--- config.mk ---
export PLATFORM = sky130hd
export DESIGN_NAME = alu_op_sequencer
export DESIGN_NICKNAME = d
export VERILOG_FILES = /design/src/rtl/alu_op_sequencer.sv
export SDC_FILE = /design/constraint.sdc
export NUM_CORES = 1
export LEC_CHECK = 0
export CELL_PAD_IN_SITES_DETAIL_PLACEMENT = 0
export CELL_PAD_IN_SITES_GLOBAL_PLACEMENT = 1
export CORE_MARGIN = 2
export CORE_UTILIZATION = 25
export DETAILED_ROUTE_END_ITERATION = 8
export GPL_TIMING_DRIVEN = 0
export HOLD_SLACK_MARGIN = 0.1
export PLACE_DENSITY_LB_ADDON = 0.05
export SYNTH_ARGS = -nofsm -noshare
export SYNTH_HDL_FRONTEND = slang
export SYNTH_SLANG_ARGS = --single-unit
--- constraint.sdc ---
create_clock -name clk -period 5.2 [get_ports clk]
set_clock_uncertainty 0.15 [all_clocks]
set_input_delay 1.3 -clock clk [delete_from_list [all_inputs] [get_ports clk]]
set_output_delay 1.3 -clock clk [all_outputs]
set_load 0.05 [all_outputs]
--- src/rtl/alu_op_sequencer.sv ---
// Pipelined, back-pressured driver for the 32-bit combinational ALU.
// Registers requests onto the ALU and queues flag-masked results in a small FIFO.
module alu_op_sequencer #(
    parameter int DEPTH = 2,
    parameter int TAGW  = 4,
    parameter int CNTW  = 16
) (
    input  logic            clk,
    input  logic            reset,
    input  logic            req_valid,
    output logic            req_ready,
    input  logic [2:0]      req_cmd,
    input  logic [31:0]     req_a,
    input  logic [31:0]     req_b,
    input  logic [TAGW-1:0] req_tag,
    output logic [31:0]     alu_operandA,
    output logic [31:0]     alu_operandB,
    output logic [2:0]      alu_command,
    input  logic [31:0]     alu_result,
    input  logic            alu_carryout,
    input  logic            alu_zero,
    input  logic            alu_overflow,
    output logic            rsp_valid,
    input  logic            rsp_ready,
    output logic [31:0]     rsp_result,
    output logic            rsp_carryout,
    output logic            rsp_zero,
    output logic            rsp_overflow,
    output logic [TAGW-1:0] rsp_tag,
    input  logic            clear_sticky,
    output logic            sticky_ovf,
    output logic [CNTW-1:0] op_count
);

    localparam int PW = (DEPTH > 1) ? $clog2(DEPTH) : 1;

    typedef struct packed {
        logic [31:0]     result;
        logic            carryout;
        logic            zero;
        logic            overflow;
        logic [TAGW-1:0] tag;
    } rsp_t;

    rsp_t            mem [DEPTH];
    rsp_t            entry;
    logic [TAGW-1:0] tag_q;
    logic            issue_v;
    logic [PW-1:0]   rd_ptr;
    logic [PW-1:0]   wr_ptr;
    logic [PW:0]     count;
    logic [PW+1:0]   level;
    logic            accept;
    logic            push;
    logic            pop;
    logic            arith;

    assign rsp_valid = (count != '0);
    assign pop       = rsp_valid & rsp_ready;
    assign push      = issue_v;
    assign accept    = req_valid & req_ready;

    // Occupancy once the in-flight op lands; keeps the FIFO from overflowing.
    assign level     = {1'b0, count} + (PW+2)'(issue_v) - (PW+2)'(pop);
    assign req_ready = level < (PW+2)'(DEPTH);

    // Only ADD, SUB and SLT produce meaningful carry/overflow.
    always_comb begin
        arith = 1'b0;
        case (alu_command)
            3'b000, 3'b001, 3'b011: arith = 1'b1;
            default:                arith = 1'b0;
        endcase
    end

    assign entry.result   = alu_result;
    assign entry.carryout = alu_carryout & arith;
    assign entry.zero     = alu_zero;
    assign entry.overflow = alu_overflow & arith;
    assign entry.tag      = tag_q;

    assign rsp_result   = mem[rd_ptr].result;
    assign rsp_carryout = mem[rd_ptr].carryout;
    assign rsp_zero     = mem[rd_ptr].zero;
    assign rsp_overflow = mem[rd_ptr].overflow;
    assign rsp_tag      = mem[rd_ptr].tag;

    always_ff @(posedge clk) begin
        if (reset) begin
            alu_operandA <= '0;
            alu_operandB <= '0;
            alu_command  <= '0;
            tag_q        <= '0;
            issue_v      <= 1'b0;
            rd_ptr       <= '0;
            wr_ptr       <= '0;
            count        <= '0;
            sticky_ovf   <= 1'b0;
            op_count     <= '0;
            for (int i = 0; i < DEPTH; i++) begin
                mem[i] <= '0;
            end
        end else begin
            if (accept) begin
                alu_operandA <= req_a;
                alu_operandB <= req_b;
                alu_command  <= req_cmd;
                tag_q        <= req_tag;
            end
            issue_v <= accept;
            if (push) begin
                mem[wr_ptr] <= entry;
                wr_ptr      <= wr_ptr + PW'(1);
                op_count    <= op_count + CNTW'(1);
            end
            if (pop) begin
                rd_ptr <= rd_ptr + PW'(1);
            end
            count <= count + (PW+1)'(push) - (PW+1)'(pop);
            // A new overflow outranks a same-cycle clear.
            if (push && entry.overflow) begin
                sticky_ovf <= 1'b1;
            end else if (clear_sticky) begin
                sticky_ovf <= 1'b0;
            end
        end
    end

endmodule

* Word level (Yosys, flattened, before mapping)
Memories as Yosys holds them, arrays and structs flattened. A register that Yosys moved wholly into a read port is not among the register bits. Cells that the tools add are included.
Word-level totals: bits in registers 93, memory bits (writable) 78, input port bits 111, output and inout port bits 125, logic and storage cells 44, memories 1
Memory list:
- mem | depth 2, bits a word 39, rd ports 1, clocked after Yosys merged registers in 1, wr ports 2, line 45 | rsp_t mem [DEPTH];
Operators by class: $add $sub $neg 7, $lt $le $gt $ge 1, equal/unequal tests 2, multiplexer cells 13, bitwise logic cells 4, reductions and logical operators 6
Operators with widths (number):
- 39-bit two-way mux | 1
- 39-bit OR reduction | 1
- 16-bit by 1-bit adder with 16-bit output, second input constant | 1
- 1-bit two-way mux | 12
- 1-bit AND | 4
- 2-bit nonzero test | 2
- 2-bit by 1-bit adder with 3-bit output | 1
- 3-bit by 1-bit == test with 1-bit output, second input constant | 1
- 3-bit by 2-bit == test with 1-bit output, second input constant | 1
- 3-bit logical NOT | 1
- 3-bit by 2-bit < comparator with 1-bit output, second input constant | 1
- 3-bit OR reduction | 1
- 3-bit by 1-bit subtractor with 3-bit output | 1
- 1-bit adder, second input constant | 2
- 2-bit by 1-bit adder with 2-bit output | 1
- 2-bit by 1-bit subtractor with 2-bit output | 1
- 1-bit logical AND | 1

* Depth between registers and ports, before layout
word-level depth 6, gate-level depth with buffers 12, depth with buffers taken out 10

* Least setup slack after synthesis
Ideal clock, no wire load.
kind in2out, from input port rsp_ready, to output port req_ready, data arrival time 2908 ps, path slack 842 ps, stages on the path 7, path through and2_1 > ha_1 > inv_1 > ha_1 > fa_1 > xor2_1 > and2_1
Between the ends: longest elaborated chain between the ends 3
RTL lines:
- start: declaration | line 24 | input logic rsp_ready,
- 1-bit AND | line 59 | assign pop = rsp_valid & rsp_ready;
- 3-bit by 1-bit subtractor with 3-bit output | line 64 | assign level = {1'b0, count} + (PW+2)'(issue_v) - (PW+2)'(pop);
- 3-bit by 2-bit < comparator with 1-bit output | line 65 | assign req_ready = level < (PW+2)'(DEPTH);
- end: declaration | line 11 | output logic req_ready,
Every way passes these cells.

* Final worst setup path
from input port rsp_ready, to output port req_ready
Between the ends: longest elaborated chain between the ends 3
RTL lines:
- 1-bit AND | line 59
- net pop | line 55 | logic pop;
- 3-bit by 1-bit subtractor with 3-bit output | line 64
- 3-bit by 2-bit < comparator with 1-bit output | line 65
The timed path passes the listed nets, and every way through them passes these cells.

==> impl_metrics.yaml <==
yosys:
  yosys_warnings: 0
  seq_area_frac_synth_pct: 61.8
  postSynthCellCount: 645
  synth_seq_cells: 172
  syn_avg_cell_area_um2: 10.6
  syn_area_um2: 6840
  synth_nets: 760
  synth.distinct_cells: 32
timing:
  worstMarginPinSlew_ns: 1.08
  relSlewSlack_pct: 28.2
  post-route-period-util_pct: 98.0
  whs_ns: 0.305
  setup_violations: 0
  hold_viol_final: 0
  fmax_mhz: 196
  rsz0062_at_grt: "no"
  min_period_ns: 5.09
  maxSlewViolCount: 0
  finalSetupTns_ns: 0
critical_path:
  cp_data_required_time_ns: 3.75
  cp_cell_sequence: "clkdlybuf4s50_1 -> and2_1 -> ha_1 -> inv_1 -> ha_1 -> fa_1 -> xor2_1 -> and2_1 -> clkdlybuf4s15_1"
  start_kind: "input pin"
  crit_family: "buffers and inverters"
  worst_ep_arrival_time_ns: 3.64
  path_buf_inv: 3
  slowest_stage: "clkdlybuf4s15_1"
  max_stage_delay_ns: 0.53
  critPathMaxFanout: 3
  endpoint_kind: "output port"
  critPathKind: "input pin to output port"
global_route:
  gr-total-overflow: 0
  grt_antenna_before_repair: 0
  grt_max_degree: 40
  grt.total_usage_pct: 14.4
  grt_pass1_vias: 5696
  grt_pass1_wl_um: 31700
layout:
  drive_above_1_share_pct: 9.87
  diodes: 0
  final_common_cell: "clkdlybuf4s50_1"
  final_cell_mix: "233 x clkdlybuf4s50_1, 146 x nand2_1, 94 x dfxtp_1"
  stdcell_area_um2: 10200
  num-fill-cells: 2655
  nets: 1014
  area_delta_synth_final_pct: 49.4
route:
  vias: 5500
  avgRoutedWirePerCell_um: 16.6
  first_iter_violations: 307
  drc_errors: 0
  first_pass_iters: 4
  vias_per_cell: 4.39
  antenna_left: 0
  drt-total-wl_um: 20800
clock_tree:
  postCtsSetupRepairBufs: 0
  numCtsBuffers: 17
  clkSinkCount: 172
  root_buffer: "clkbuf_16"
  clockBufferDepth: 2
  clock_latency_ns: 0.42
  cts_hold_buffers: 0
  path_clk_slew_ns: 0.07
  htree_levels: 4
  cts_tree: "built"
flow_run:
  max-cap-violations: 0
power_and_ir_drop:
  fin_total_pwr_w: 0.00588
  p_leak_nw: 3.93
  powerDensity_nw_per_um2: 576
  vdd_ir_drop_max_uv: 198
die:
  die_x_um: 169
  die_h_um: 169
  die_area_um2: 28700
  boundaryPins: 236
  row_count: 60
  start_util_pct: 25.4
  coreArea_um2: 26900
hold_path:
  hold_path.class: "flop to flop"
placed_design:
  dpl-instance-area_um2: 9630
  port-buffer-count: 234
  gp_congestion: 0.755
  place_hpwl_um: 14600
status:
  status: "complete, no violations"
==> worst min-delay path, delay by kind of cell, from the launching register on <==
kind / cells / cell delay [ns]
AO/OA/AOI/OAI: 1 / 0.05
flip-flops: 1 / 0.31
AND/OR/NAND/NOR: 1 / 0.05
==> sequential cells by signal, summed over array words and instances, names as in the netlist, 2 cells and up, named ones only <==
| register | cells |
|---|---|
| alu_command | 3 |
| alu_operandA | 32 |
| alu_operandB | 32 |
| count | 2 |
| mem | 78 |
| op_count | 16 |
| tag_q | 4 |
==> timing repair <==
action / CTS / global route
endpoints found under the hold margin: 0 / 0
pin swaps: 0 / 0
gates resized for setup: 1 / 1
endpoints found under the setup margin: 1 / 1
==> through the flow <==
stage,instances,util (%),setup WS [ns]
floorplan,645,-,0.842
global placement,1220,35.7,-0.213
detailed placement,1221,35.8,-0.210
CTS,1253,38.0,0.0543
global route,1253,38.0,0.0112
finish,1253,38.0,0.105
==> Yosys cell counts <==
cell | n | area, um2
xnor2_1 | 11 | 96.3
and3_1 | 78 | 488
or3_2 | 1 | 7.51
o21ai_0 | 2 | 10.0
nor3_1 | 5 | 25.0
ha_1 | 3 | 37.5
clkbuf_1 | 33 | 124
nor4_1 | 4 | 25.0
and2_0 | 1 | 6.26
nor2_1 | 20 | 75.1
dfxtp_1 | 94 | 1880
inv_1 | 11 | 41.3
edfxtp_1 | 78 | 2340
buf_6 | 1 | 11.3
mux2_2 | 39 | 439
or2_2 | 2 | 12.5
and2_1 | 5 | 31.3
nand4_2 | 1 | 12.5
mux2i_1 | 1 | 10.0
a21o_1 | 3 | 22.5
nand4_1 | 3 | 18.8
fa_1 | 1 | 20.0
nand3_1 | 6 | 30.0
or3_1 | 1 | 6.26
a21oi_1 | 75 | 375
buf_2 | 5 | 25.0
buf_1 | 1 | 3.75
and2b_1 | 1 | 7.51
nor2b_1 | 1 | 6.26
nand2_1 | 146 | 548
buf_4 | 8 | 60.1
xor2_1 | 4 | 35.0
==> area by class of cell <==
type | instances | area [um2] | share of cell area [%]
Sequential cell | 172 | 4220 | 41.4
Timing Repair Buffer | 235 | 2360 | 23.1
Multi-Input combinational cell | 414 | 2350 | 23.0
Clock buffer | 18 | 429 | 4.20
Tap cell | 341 | 427 | 4.18
Buffer | 48 | 224 | 2.19
Clock inverter | 14 | 156 | 1.53
Inverter | 11 | 41.3 | 0.404
==> power breakdown <==
group,switching [W],total (W),internal (W),leakage [nW]
combinational,0.00184,0.00275,0.000906,2.08
sequential,0.000132,0.00185,0.00172,1.58
clock,0.000599,0.00128,0.000683,0.276
total,0.00257,0.00588,0.00331,3.93
==> cells by family (layout without fill, tap and decap cells) <==
logic type,after synthesis,count (layout),synth area share (%)
AOI/OAI and AO/OA,80,80,5.97
xor gates and xnor gates,15,15,1.92
adders and majority gates,4,4,0.842
buffers and inverters,59,326,3.88
DFF,172,172,61.8
muxes,40,40,6.57
and+or+nand+nor,275,275,19.0
==> routing by layer <==
metal | up-vias | part of all wire [%] | GRT usage (%)
met5 | - | 0 | 0
met1 | 2599 | 44 | 17.7
met3 | 22 | 7.7 | 5.18
met2 | 161 | 47 | 23.5
li1 | 2718 | - | -
met4 | 0 | 1.5 | 4.31
==> worst paths after layout <==
check	from	end	slack [ns]	cells past startpoint
hold reg to reg	alu_operandB[14]	alu_operandB[14]	0.30	2
setup / recovery	rsp_ready	req_ready	0.11	9
hold / removal	alu_operandB[14]	alu_operandB[14]	0.30	2
setup reg to reg	count[1]	alu_operandB[6]	1.93	11
No activity file was read; power rests on OpenSTA's default activity.
